[src/rtl/lsd_norm_if.sv]
// Handshake bundle for lsd_normalizer: operand in (valid/ready), result out (valid/ready).
// The zero flag exists only when LSD_NORM_ZERO_FLAG_EN is defined.
`timescale 1ns/1ps
interface lsd_norm_if #(
   parameter int WIDTH = 16
);
   localparam int SW = $clog2(WIDTH);

   logic                    in_valid;
   logic                    in_ready;
   logic signed [WIDTH-1:0] a;
   logic                    out_valid;
   logic                    out_ready;
   logic signed [WIDTH-1:0] norm;
   logic [SW-1:0]           shift;
`ifdef LSD_NORM_ZERO_FLAG_EN
   logic                    zero;
`endif

   // producer/consumer side
   modport master (
      output in_valid, a, out_ready,
      input  in_ready, out_valid, norm, shift
`ifdef LSD_NORM_ZERO_FLAG_EN
      , input zero
`endif
   );

   // normalizer side
   modport slave (
      input  in_valid, a, out_ready,
      output in_ready, out_valid, norm, shift
`ifdef LSD_NORM_ZERO_FLAG_EN
      , output zero
`endif
   );
endinterface

[src/rtl/lsd_normalizer.sv]
// Two-stage normalizer for signed operands: leading-sign detection on capture,
// encode + left shift in the second stage. SPEED picks the prefix-OR structure of
// the detector (0 serial, 1 Brent-Kung, 2 Sklansky); all three are functionally equal.
// Optional zero flag output: define LSD_NORM_ZERO_FLAG_EN.
`timescale 1ns/1ps
module lsd_normalizer #(
   parameter int WIDTH = 16,
   parameter int SPEED = 0
) (
   input  logic     clk,
   input  logic     rst,
   lsd_norm_if.slave bus
);
   localparam int SW = $clog2(WIDTH);
   localparam int N  = WIDTH - 1;
   localparam int LG = (N > 1) ? $clog2(N) : 1;

   logic                    s2_load;
   logic                    accept;
   logic [WIDTH-1:0]        z_p0;
   logic                    vld_p1;
   logic signed [WIDTH-1:0] a_p1;
   logic [WIDTH-1:0]        z_p1;
   logic signed [WIDTH-1:0] norm_c;
   logic [SW-1:0]           shift_c;
   logic                    zero_c;
   logic                    vld_p2;
   logic signed [WIDTH-1:0] norm_p2;
   logic [SW-1:0]           shift_p2;

   // One-hot Z to left-shift count; a zero vector means all-sign and gives WIDTH-1.
   function automatic logic [SW-1:0] lsd_shift(input logic [WIDTH-1:0] z);
      logic [SW-1:0] s;
      s = SW'(WIDTH - 1);
      for (int k = 0; k < WIDTH - 1; k++)
         if (z[k]) s = SW'(WIDTH - 2 - k);
      return s;
   endfunction

   assign s2_load      = ~vld_p2 | bus.out_ready;
   assign bus.in_ready = ~vld_p1 | s2_load;
   assign accept       = bus.in_valid & bus.in_ready;

   // Leading-sign detector: d_r is the sign-difference vector scanned from just
   // below the sign bit downwards; q is its inclusive prefix OR, so the first set
   // bit of d_r is the one with no set bit above it.
   always_comb begin
      logic [N-1:0] d_r;
      logic [N-1:0] q;
      for (int j = 0; j < N; j++) d_r[j] = bus.a[N-1-j] ^ bus.a[WIDTH-1];
      q = d_r;
      if (SPEED == 0) begin
         for (int j = 1; j < N; j++) q[j] = q[j] | q[j-1];
      end else if (SPEED == 1) begin
         for (int l = 0; l < LG; l++)
            for (int j = 0; j < N; j++)
               if (((j + 1) % (2 << l)) == 0) q[j] = q[j] | q[j - (1 << l)];
         for (int l = LG - 1; l >= 0; l--)
            for (int j = 0; j < N; j++)
               if ((((j + 1) % (2 << l)) == (1 << l)) && ((j + 1) > (2 << l)))
                  q[j] = q[j] | q[j - (1 << l)];
      end else begin
         for (int l = 0; l < LG; l++)
            for (int j = 0; j < N; j++)
               if (((j >> l) & 1) == 1) q[j] = q[j] | q[((j >> l) << l) - 1];
      end
      z_p0      = '0;
      z_p0[N-1] = d_r[0];
      for (int j = 1; j < N; j++) z_p0[N-1-j] = d_r[j] & ~q[j-1];
   end

   // Encode and shift; an all-sign operand passes through unshifted.
   always_comb begin
      shift_c = lsd_shift(z_p1);
      zero_c  = ~|z_p1;
      norm_c  = zero_c ? a_p1 : (a_p1 << shift_c);
   end

   // ---- stage 1: capture operand and its LSD vector
   always_ff @(posedge clk or posedge rst) begin
      if (rst) begin
         vld_p1 <= 1'b0;
         a_p1   <= '0;
         z_p1   <= '0;
      end else begin
         if (bus.in_ready) vld_p1 <= bus.in_valid;
         if (accept) begin
            a_p1 <= bus.a;
            z_p1 <= z_p0;
         end
      end
   end

   // ---- stage 2: registered result, held while the consumer stalls
   always_ff @(posedge clk or posedge rst) begin
      if (rst) begin
         vld_p2   <= 1'b0;
         norm_p2  <= '0;
         shift_p2 <= '0;
      end else if (s2_load) begin
         vld_p2 <= vld_p1;
         if (vld_p1) begin
            norm_p2  <= norm_c;
            shift_p2 <= shift_c;
         end
      end
   end

`ifdef LSD_NORM_ZERO_FLAG_EN
   logic zero_p2;

   // Zero flag travels with the stage-2 result.
   always_ff @(posedge clk or posedge rst) begin
      if (rst)                   zero_p2 <= 1'b0;
      else if (s2_load & vld_p1) zero_p2 <= zero_c;
   end

   assign bus.zero = zero_p2;
`endif

   assign bus.out_valid = vld_p2;
   assign bus.norm      = norm_p2;
   assign bus.shift     = shift_p2;
endmodule
[src/flat_wrapper.sv]
// flat-port wrapper written by rule: the top's interface ports become plain ports
module lsd_normalizer_flat 
#(
   parameter int WIDTH = 16,
   parameter int SPEED = 0
)
  (clk, rst, bus_in_valid, bus_a, bus_out_ready, bus_in_ready, bus_out_valid, bus_norm, bus_shift);
  lsd_norm_if #(.WIDTH(WIDTH)) bus_i ();
  input  logic clk;
  input  logic rst;
  input wire logic [$bits(bus_i.in_valid)-1:0] bus_in_valid;
  input wire logic [$bits(bus_i.a)-1:0] bus_a;
  input wire logic [$bits(bus_i.out_ready)-1:0] bus_out_ready;
  output wire logic [$bits(bus_i.in_ready)-1:0] bus_in_ready;
  output wire logic [$bits(bus_i.out_valid)-1:0] bus_out_valid;
  output wire logic [$bits(bus_i.norm)-1:0] bus_norm;
  output wire logic [$bits(bus_i.shift)-1:0] bus_shift;
  assign bus_i.in_valid = bus_in_valid;
  assign bus_i.a = bus_a;
  assign bus_i.out_ready = bus_out_ready;
  assign bus_in_ready = bus_i.in_ready;
  assign bus_out_valid = bus_i.out_valid;
  assign bus_norm = bus_i.norm;
  assign bus_shift = bus_i.shift;
  lsd_normalizer #(.WIDTH(WIDTH), .SPEED(SPEED)) u_core (.clk(clk), .rst(rst), .bus(bus_i));
endmodule
[config.mk]
export PLATFORM = sky130hd
export DESIGN_NAME = lsd_normalizer_flat
export DESIGN_NICKNAME = d
export VERILOG_FILES = /design/src/rtl/lsd_norm_if.sv /design/src/rtl/lsd_normalizer.sv /design/src/flat_wrapper.sv
export SDC_FILE = /design/constraint.sdc
export NUM_CORES = 1
export LEC_CHECK = 0
export ABC_CLOCK_PERIOD_IN_PS = 4600
export BUFFER_PORTS_ARGS = -buffer_cell sky130_fd_sc_hd__buf_2
export CAP_MARGIN = 10
export CELL_PAD_IN_SITES_DETAIL_PLACEMENT = 2
export CELL_PAD_IN_SITES_GLOBAL_PLACEMENT = 2
export CORE_ASPECT_RATIO = 0.5
export CORE_MARGIN = 5
export CORE_UTILIZATION = 38
export DETAILED_ROUTE_END_ITERATION = 10
export MAX_ROUTING_LAYER = met4
export PLACE_DENSITY_LB_ADDON = 0.3
export SETUP_SLACK_MARGIN = 0.02
export SLEW_MARGIN = 15
export SYNTH_ARGS = -nofsm -noshare
export SYNTH_HDL_FRONTEND = slang
export SYNTH_SLANG_ARGS = --single-unit
[constraint.sdc]
create_clock -name clk -period 4.6 [get_ports clk]
set_clock_uncertainty 0.05 [all_clocks]
set_input_delay 0.46 -clock clk [delete_from_list [all_inputs] [get_ports clk]]
set_output_delay 0.46 -clock clk [all_outputs]
set_load 0.01 [all_outputs]
# Yosys cells after proc, flatten, opt, wreduce, memory -nomap -nowiden
# Index checks and enable logic that the tools add are counted.
[word_totals]
word_cells = 86
input_bits = 20
reg_bits = 53
output_inout_bits = 22
[classes]
bitwise_logic = 61
n_reduce_logical = 2
shift = 1
n_mux = 16
[ops]
columns = ["cell", "count"]
rows = [
  ["4-bit 2-to-1 mux", 14],
  ["16-bit 2-to-1 mux", 1],
  ["1-bit NOT", 16],
  ["16-bit by 4-bit << shifter with 16-bit output", 1],
  ["1-bit bitwise AND", 15],
  ["1-bit bitwise OR", 15],
  ["15-bit OR reduction", 1],
  ["1-bit XOR", 15],
  ["2-bit AND reduction", 1],
  ["1-bit 2-to-1 mux", 1],
]

# Longest topological paths before layout
# Gate-level depths: netlist (run 1).
[depth]
depth_word = 17
ltp_mapped = 10
ltp_nobuf = 7

# Least setup slack after synthesis (run 1)
# OpenSTA, ideal clock, no wires.
[synth_timing]
kind = "register to register"
start = "reg u_core.z_p1[14]"
end = "reg u_core.norm_p2[5] (netlist: u_core.bus.norm[5])"
arrival_ns = 2.098
synth_period_minus_slack_ns = 2.280
n_path_buf = 2
t_required_ns = 4.418
slack_ns = 2.320
setup_time_ns = 0.132
stages_incl_launch_ff = 10
path_cell_list = "dfrtp_1 buf_2 or4_1 buf_2 a21oi_2 mux2i_1 nor2_1 a311o_1 a32oi_1 o21ai_1"
[synth_between]
elab_chain_cells = 3
elab_cells_between_ends = 4
classes_between = "shift (1); mux (2); reduce/logical (1)"
[synth_lines]
columns = ["item", "line_no", "text"]
rows = [
  ["from (decl)", "lsd_normalizer.sv:23", "logic [WIDTH-1:0] z_p1;"],
  ["from (signal assigned)", "lsd_normalizer.sv:89", "z_p1 <= z_p0;"],
  ["4-bit 2-to-1 mux", "lsd_normalizer.sv:36", "if (z[k]) s = SW'(WIDTH - 2 - k);"],
  ["16-bit by 4-bit << shifter with 16-bit output", "lsd_normalizer.sv:76", "norm_c = zero_c ? a_p1 : (a_p1 << shift_c);"],
  ["16-bit 2-to-1 mux (*)", "lsd_normalizer.sv:76", ""],
  ["to (signal assigned)", "lsd_normalizer.sv:103", "norm_p2 <= norm_c;"],
  ["to (decl)", "lsd_normalizer.sv:28", "logic signed [WIDTH-1:0] norm_p2;"],
]
# Every way passes the cells marked *; elsewhere a longest branch is shown, timed or not.
# A chain may end at the register's enable or synchronous reset.

# Worst setup path after layout (run 1)
# Ends and elaborated chain as after synthesis.

==> reports/results.ini, run 1 <==
[outcome]
outcome=complete, no violations

[critical_path]
end_kind=flop
endpoint=u_core.bus.norm[5]
critPathArrivalTime_ns=3.12
worstSetupPathType=reg -> reg
startpoint=u_core.z_p1[14]
required_ns=4.70
start_kind=flop
rr_startpoint=u_core.z_p1[14]
cp_max_fo=11
ff2ff_path_depth=7
r2r-end=u_core.bus.norm[5]
r2r_setup_slack_ns=1.58

[yosys]
synth_edf_count=0
syn-mean-instance-area_sq_um=8.86
ys_seq_area_share_pct=40.2
yosysWarnings=0
ys.flop_type=dfrtp_1
synth_top_cell_area_share_pct=40.2
async_reset_ff_share_pct=100
ys_top_cells_by_area=dfrtp_1 40%, mux2i_1 8.2%, nand2_1 5.4%
post_synth_num_cell_types=51
syn-cell-area_sq_mm=0.00330
syn_inst=372
netlist.top_cell.by_area=dfrtp_1
yosysMostFrequentCell=dfrtp_1
synthesis.nets=392
synth.ff_latch_count=53
synth_commonest_cells=53 x dfrtp_1, 47 x nand2_1, 38 x nor2_1

[sta]
tns_ns=0
rsz0062_at_grt=false
period_share_pct=65.7
setup_viol=0
min_period_ns=3.02
final_hold_viol_count=0
maxSlewViolCount=0
tightest_slew_ns=0.984
relSlewSlack_pct=34.4
fmax_ghz=0.331

[route]
drc=0
dr.pass1.iters=5
via_per_inst=6.02
routed_wirelength_mm=11.7
drt-initial-drc-count=196
ant_nets=0
wl_per_cell_microns=22.5
num_vias=3117

[clocking]
clk_latency_ns=0.30
cts_max_level=2
cts-root-buf=clkbuf_16
cts_buffers=5
cts-hold-fix-buffers=0
cts_buffer_depth=2
cts_sinks=53
cts_setup_buffers=0
clk_pin_slew_ns=0.07
post_cts_resized=0
cts_tree=yes

[die]
die_x_microns=142
start_util_pct=38.4
rows=24
fp.dieH_microns=75.9
io_pins=42
core_area_sq_mm=0.00859
fp.dieArea_sq_mm=0.0107

[global_route]
gr-total-overflow=0
grt_use_total_pct=23.3
grt_first_pass_wirelength_mm=18.8
grt_max_degree=54
antenna_found_initial=0
grt_pass1_vias=3379

[layout]
final_nets=420
drive_gt1_share_pct=19.2
stdcell_count=518
syn2layout_area_growth_pct=11.7
diodes=0

[pwr]
leakagePower_nw=1.57
peakVddDrop_mv=0.148
power.density_mw_per_mm2=442

[min_path]
hp-class=in -> async

[placement]
io_buffers=41
hpwlAfterDp_mm=8.64
dp.cells=510
gp_congestion=0.899

[run]
maxCapViolCount=0

==> through the flow <==
| stage | hold slack, ns | total power, mW | setup WS (ns) | area (sq um) | utilization [%] |
|---|---|---|---|---|---|
| after detailed placement | 0.422 | 1.25 | 1.36 | 3530 | 41.1 |
| after CTS | 0.314 | 1.63 | 1.36 | 3680 | 42.8 |
| final | 0.298 | 1.63 | 1.58 | 3680 | 42.8 |
| after floorplan | 0.421 | 1.03 | 2.32 | 3300 | - |
| after global routing | 0.335 | 1.72 | 1.46 | 3680 | 42.8 |
| after global placement | 0.405 | 1.21 | 1.48 | 3530 | 41.1 |
==> logic make-up after synthesis <==
| logic type | after synthesis | share of synthesized area (%) |
|---|---|---|
| simple gates | 141 | 20.3 |
| mux | 41 | 13.0 |
| flops | 53 | 40.2 |
| compound gates | 103 | 20.6 |
| buf+inv | 30 | 4.82 |
| xor+xnor | 4 | 1.06 |
==> state kept, by name, summed over array words and instances, names as in the netlist <==
| register | flops |
|---|---|
| u_core.bus.shift | 4 |
| u_core.a_p1 | 16 |
| u_core.z_p1 | 15 |
| u_core.bus.norm | 16 |
| u_core.vld_p1 | 1 |
| u_core.bus.out_valid | 1 |
==> layout by cell type, fill, tap and decap left out, types with 2 or more instances in the layout <==
master,n
a31o_2,2
xnor2_1,4
and2_1,3
nand2_1,47
dfrtp_1,53
nand3_1,13
o211ai_1,2
buf_4,2
a22oi_1,3
a21oi_1,17
nand3b_1,3
nor4_1,6
nand2b_1,7
and3_1,3
nor2_1,38
o21ai_0,30
a211oi_1,6
buf_2,41
and4_1,2
or2_2,3
a21oi_2,2
or4_1,2
clkinvlp_4,2
a221o_1,2
o21a_1,2
mux2i_1,27
clkbuf_16,5
a32oi_1,2
a31oi_1,8
or3_1,3
o22ai_1,2
inv_1,7
nor3_1,7
a221oi_1,7
o21ai_1,4
mux2_2,14
o31ai_1,5
==> per-layer routing <==
metal	global-route usage [%]	vias up	routed length (microns)
met5	-	-	0
met4	4.79	0	142
met1	30.3	1593	5410
li1	-	1432	-
met3	4.58	19	653
met2	38.6	73	5480
==> area by class of cell <==
class / instances / area (sq um)
clock buffer: 6 / 129
clock inverter: 2 / 15.0
fill: 963 / 4910
inverter: 8 / 31.3
multi-input combinational: 289 / 1810
sequential: 53 / 1330
tap: 117 / 146
timing repair buffer: 43 / 220
==> report_power, final <==
group / internal [mW] / switching [mW]
clock network: 0.203 / 0.184
registers: 0.554 / 0.0926
logic: 0.226 / 0.368
==> worst max-delay path: stages, from the launching register on <==
cell and delay (ns):
dfrtp_1 0.49, or4_1 0.77, a21oi_2 0.56, mux2i_1 0.25, nor2_1 0.06, a311o_1 0.37
a32oi_1 0.24, o21ai_1 0.08
==> how the worst min path moves through the flow <==
stage | startpoint | end | depth (start not counted)
floorplan | u_core.vld_p1 | u_core.bus.out_valid | 1
global placement | u_core.bus.shift[2] | u_core.bus.shift[2] | 2
detailed placement | u_core.bus.shift[0] | u_core.bus.shift[0] | 2
CTS | bus_in_valid | u_core.vld_p1 | 2
global route | bus_in_valid | u_core.vld_p1 | 2
finish | rst | u_core.bus.shift[1] | 2
(Power assumes the default switching activity.)
==> run 2, diff against run 1 <==
- ABC_CLOCK_PERIOD_IN_PS: 4600 -> 3000
- CORE_UTILIZATION: 38 -> 36
- clock period: 4.6 -> 3 ns (I/O delays scaled with it)
==> run 2 against run 1 <==
Sequential cell count unchanged. First-iteration DRC count fell by 9.7%. Wire length is 3.6% higher. Die area is 5.0% higher. Critical path type unchanged. Critical endpoint unchanged. Largest power group unchanged.
==> reports/results.ini, run 2 (synthesis results as in run 1) <==
[critical_path]
r2r_setup_slack_ns=0.16  ; -1.42 ns
end_kind=flop
slowest_delay_ns=0.82  ; +0.05 ns
worstSetupPathType=reg -> reg
critical_path.cell_chain=or4_1 -> a21oi_2 -> mux2i_1 -> nor2_1 -> a311o_1 -> a32oi_1 -> o21ai_1
required_ns=3.12  ; -1.58 ns
start_kind=flop
cp_slowest_cell=or4_1
cp_max_fo=9  ; -2
critPathArrivalTime_ns=2.97  ; -0.15 ns

[min_path]
hp-class=in -> async

[global_route]
grt_first_pass_wirelength_mm=19.9  ; +6.2%
use_met1_pct=30.8  ; +0.45 points
grt_pass1_vias=3479  ; +3.0%
busiest_layer=met2
antenna_found_initial=0  ; unchanged
grt.met2_usage_pct=35.7  ; -2.9 points
grt_use_total_pct=22.6  ; -0.74 points
grt_max_degree=28  ; -48%
grt_use_met3_pct=3.67  ; -0.91 points
gr-total-overflow=0  ; unchanged

[clocking]
cts_setup_buffers=0  ; unchanged
clk_pin_slew_ns=0.07  ; about the same
cts-hold-fix-buffers=0  ; unchanged
cts_buffers=5  ; unchanged
post_cts_resized=0  ; unchanged
clk_latency_ns=0.30  ; about the same
cts_sinks=53  ; unchanged
cts_buffer_depth=2  ; unchanged
cts_max_level=2  ; unchanged
cts-root-buf=clkbuf_16
cts_tree=yes

[sta]
rsz0062_at_grt=false
final_hold_viol_count=0  ; unchanged
maxSlewViolCount=0  ; unchanged
tightest_slew_ns=0.720  ; -0.265 ns
fmax_ghz=0.352  ; +6.2%
setup_viol=0  ; unchanged
relSlewSlack_pct=51.6  ; +17 points
tns_ns=0  ; unchanged
min_period_ns=2.84  ; -0.175 ns
period_share_pct=94.8  ; +29 points

[route]
via_per_inst=5.98  ; -0.70%
dr.pass1.iters=4  ; -1
wl_per_cell_microns=22.9  ; +1.5%
drt-initial-drc-count=177  ; -9.7%
drc=0  ; unchanged
routed_wirelength_mm=12.1  ; +3.6%
num_vias=3161  ; +1.4%
ant_nets=0  ; unchanged

[die]
die_x_microns=145  ; +2.5%
core_area_sq_mm=0.00883  ; +2.8%
fp.dieArea_sq_mm=0.0113  ; +5.0%
rows=24  ; unchanged
start_util_pct=37.3  ; -1.0 points
fp.dieH_microns=77.7  ; +2.4%
io_pins=42  ; unchanged

[placement]
hpwlAfterDp_mm=9.03  ; +4.5%
dp.cells=521  ; +2.2%
gp_congestion=0.974  ; +8.3%
io_buffers=41  ; unchanged

[layout]
diodes=0  ; unchanged
final_nets=431  ; +2.6%
multi_input_area_sq_mm=0.00181  ; about the same
fillers=995  ; +3.3%
drive_gt1_share_pct=21.4  ; +2.2 points
mostFrequentLayoutCells=53 x dfrtp_1, 47 x nand2_1, 41 x buf_2
stdcell_count=529  ; +2.1%
ff_latch_area_sq_mm=0.00133  ; unchanged
layout_commonest_cell=dfrtp_1
syn2layout_area_growth_pct=15.1

[run]
maxCapViolCount=0  ; unchanged

[pwr]
peakVddDrop_mv=0.271  ; +83%
leakagePower_nw=1.64  ; +4.6%
p_total_mw=2.65  ; +63%
power.density_mw_per_mm2=700  ; +58%

[outcome]
outcome=complete, no violations

==> run 2: report_power, final <==
part / switching (mW) / total [mW] / leakage [nW] / internal, mW
registers: 0.141 / 0.990 / 0.652 / 0.850
clock network: 0.280 / 0.698 / 0.0831 / 0.418
logic: 0.589 / 0.966 / 0.907 / 0.377
==> run 2: routing by layer <==
metal,wire (microns),vias to the layer above
met1,5820,1623
met3,535,14
li1,-,1444
met4,166,0
met2,5580,80
met5,0,-
==> run 2: final timing paths <==
kind                                     from             endpoint  cells after the start
setup / recovery              u_core.z_p1[14]   u_core.bus.norm[5]                      7
hold / removal                            rst  u_core.bus.shift[1]                      2
setup reg to reg              u_core.z_p1[14]   u_core.bus.norm[5]                      7
hold reg to reg            u_core.bus.norm[0]   u_core.bus.norm[0]                      2
max in group asynchronous                 rst      u_core.z_p1[13]                      3
min in group clk                 bus_in_valid        u_core.vld_p1                      2
==> run 2: through the flow <==
| step | hold slack [ns] | instance area (sq um) | setup WS (ns) | util [%] |
|---|---|---|---|---|
| floorplan | 0.358 | 3300 | 0.720 | - |
| global placement | 0.346 | 3620 | 0.284 | 41.0 |
| detailed placement | 0.376 | 3620 | 0.245 | 41.0 |
| CTS | 0.0626 | 3790 | 0.191 | 43.0 |
| global route | 0.0847 | 3790 | 0.0843 | 43.0 |
| finish | 0.0266 | 3790 | 0.155 | 43.0 |
==> run 2: area by class of cell <==
type,instances,area share (%)
timing repair buffer,54,7.98
inverter,8,0.792
tap,117,3.86
clock inverter,2,0.990
sequential,53,35.0
clock buffer,6,3.66
multi-input combinational,289,47.7
==> run 2: critical path: cells and delay by family (launching register included) <==
kind / cells / cell delay [ns]
flip-flops: 1 / 0.49
AND/OR/NAND/NOR: 2 / 0.88
AO/OA/AOI/OAI: 4 / 1.07
multiplexers: 1 / 0.21
==> run 3, diff against run 2 <==
- PLACE_DENSITY_LB_ADDON: 0.3 -> 0.1
==> run 3 against run 2 <==
The flow now finishes with violations (negative hold slack). Maximum frequency increased by 1.1%. Non-clock buffer count did not move. Setup slack improved by 0.032 ns. Clock power shrank 10%. Via count down 0.73%. Die area stayed put. Sequential share of layout area rose by 0.23 points. Sequential power up 0.6%. Largest cell class unchanged. Highest routed layer unchanged.
==> reports/results.ini, run 3 (synthesis results as in run 1) <==
[pwr]
swShare_pct=40.1  ; +2.0 points
power.density_mw_per_mm2=685  ; -2.2%
intPower_mw=1.55  ; -6.0%
peakVddDrop_mv=0.301  ; +11%
p_total_mw=2.58  ; -2.8%
pwr-share-clk_pct=24.3  ; -2.0 points
power_frac_comb_pct=37.1  ; +0.7 points
seq_power_share_pct=38.6  ; +1.3 points
leakagePower_nw=1.63  ; -0.50%
p_switching_mw=1.03  ; +2.3%

[sta]
maxSlewViolCount=0  ; unchanged
setup_viol=0  ; unchanged
period_share_pct=93.8  ; -1.1 points
min_period_ns=2.81  ; -0.0321 ns
setup_ws_ns=0.187  ; +0.0321 ns
tightest_slew_ns=0.745  ; +0.0259 ns
rsz0062_at_grt=false
final_hold_viol_count=1  ; +1
relSlewSlack_pct=49.8  ; -1.7 points
hold_ws_ns=-0.000631  ; -0.0272 ns
tns_ns=0  ; unchanged
fmax_ghz=0.356  ; +1.1%

[layout]
layout_commonest_cell=dfrtp_1
ff_latch_area_sq_mm=0.00133  ; unchanged
final_nets=431  ; unchanged
fin_util_pct=42.7  ; -0.28 points
multi_input_area_sq_mm=0.00181  ; unchanged
fillers=991  ; -0.40%
syn2layout_area_growth_pct=14.3
stdcell_count=529  ; unchanged
drive_gt1_share_pct=21.4  ; unchanged
mostFrequentLayoutCells=53 x dfrtp_1, 47 x nand2_1, 41 x buf_2
stdcell_area_sq_mm=0.00377  ; -0.66%
diodes=0  ; unchanged

[critical_path]
critPathArrivalTime_ns=2.95  ; -0.02 ns
cp_max_fo=10  ; +1
worstSetupPathType=reg -> reg
required_ns=3.13  ; about the same
end_kind=flop
start_kind=flop

[min_path]
hp-class=in -> async

[die]
fp.dieArea_sq_mm=0.0113  ; unchanged
io_pins=42  ; unchanged
start_util_pct=37.3  ; unchanged
rows=24  ; unchanged
die_x_microns=145  ; unchanged
core_area_sq_mm=0.00883  ; unchanged
fp.dieH_microns=77.7  ; unchanged

[route]
dr.pass1.iters=4  ; unchanged
num_vias=3138  ; -0.73%
routed_wirelength_mm=12.1  ; -0.42%
ant_nets=0  ; unchanged
wl_per_cell_microns=22.8  ; -0.42%
drc=0  ; unchanged
via_per_inst=5.93  ; -0.73%
drt-initial-drc-count=221  ; +25%

[outcome]
violations=negative hold slack
outcome=finished with violations

[placement]
hpwlAfterDp_mm=8.93  ; -1.1%
gp_congestion=0.918  ; -5.7%
place_area_sq_mm=0.00362  ; unchanged
dp.cells=521  ; unchanged
pre_cts_ws_ns=0.251  ; +0.00640 ns
io_buffers=41  ; unchanged

[clocking]
cts-hold-fix-buffers=0  ; unchanged
cts_buffer_depth=2  ; unchanged
clk_latency_ns=0.31  ; about the same
cts_buffers=5  ; unchanged
cts_tree=yes
clk_pin_slew_ns=0.08  ; about the same
post_cts_resized=0  ; unchanged
cts-root-buf=clkbuf_16
cts_sinks=53  ; unchanged
cts_setup_buffers=0  ; unchanged
cts_max_level=2  ; unchanged

[global_route]
grt_max_degree=35  ; +25%
gr-total-overflow=0  ; unchanged
grt_pass1_vias=3426  ; -1.5%
antenna_found_initial=0  ; unchanged
grt_use_total_pct=22.3  ; -0.29 points
grt_first_pass_wirelength_mm=19.7  ; -1.1%

[run]
maxCapViolCount=0  ; unchanged

-- run 3: cell count changes in the layout (fill, tap and decap cells not counted), sizes merged --
cell and delta:
clkinvlp -1, bufinv -1, clkinv +2, inv +1, clkbuf -1
-- run 3: path summary, 6_finish.rpt --
kind | start | slack, ns | to | depth (start not counted)
hold reg to reg | u_core.bus.norm[0] | 0.43 | u_core.bus.norm[0] | 2
setup reg to reg | u_core.z_p1[14] | 0.19 | u_core.bus.norm[5] | 7
min in group clk | bus_in_valid | 0.14 | u_core.vld_p1 | 2
setup / recovery | u_core.z_p1[14] | 0.19 | u_core.bus.norm[5] | 7
max in group asynchronous | rst | 2.08 | u_core.z_p1[8] | 3
hold / removal | rst | -0.0006 | u_core.bus.shift[3] | 2
-- run 3: power by group through the flow --
stage / sequential (mW) / clock [mW] / combinational, mW
2_1_floorplan: 0.996 / 0 / 0.587
3_3_place_gp: 0.992 / 0 / 0.914
3_5_place_dp: 1.01 / 0 / 0.949
4_1_cts: 0.992 / 0.632 / 0.960
5_1_grt: 1.01 / 0.662 / 1.05
6_report: 0.996 / 0.626 / 0.957
-- run 3: critical path: stages, from the launching register on --
cell and delay [ns]:
dfrtp_1 0.50, or4_1 0.81, a21oi_2 0.24, buf_4 0.22, mux2i_1 0.23, o211ai_1 0.16, a32oi_1 0.37, o21ai_1 0.09
-- run 3: cell type report --
type	count	share of cell area [%]
flip-flops and latches	53	35.2
multi-input cells	289	48.1
repair buffers	54	8.04
well taps	117	3.89
clock buffers	5	3.32
clock inverters	3	0.697
inverters	8	0.797
-- run 3: metal layers --
| metal | vias up | part of all wire (%) | GRT usage (%) |
|---|---|---|---|
| li1 | 1444 | - | - |
| met1 | 1604 | 50 | 31.0 |
| met2 | 79 | 44 | 35.2 |
| met3 | 11 | 5.1 | 3.84 |
| met4 | 0 | 0.85 | 3.26 |
| met5 | - | 0 | - |
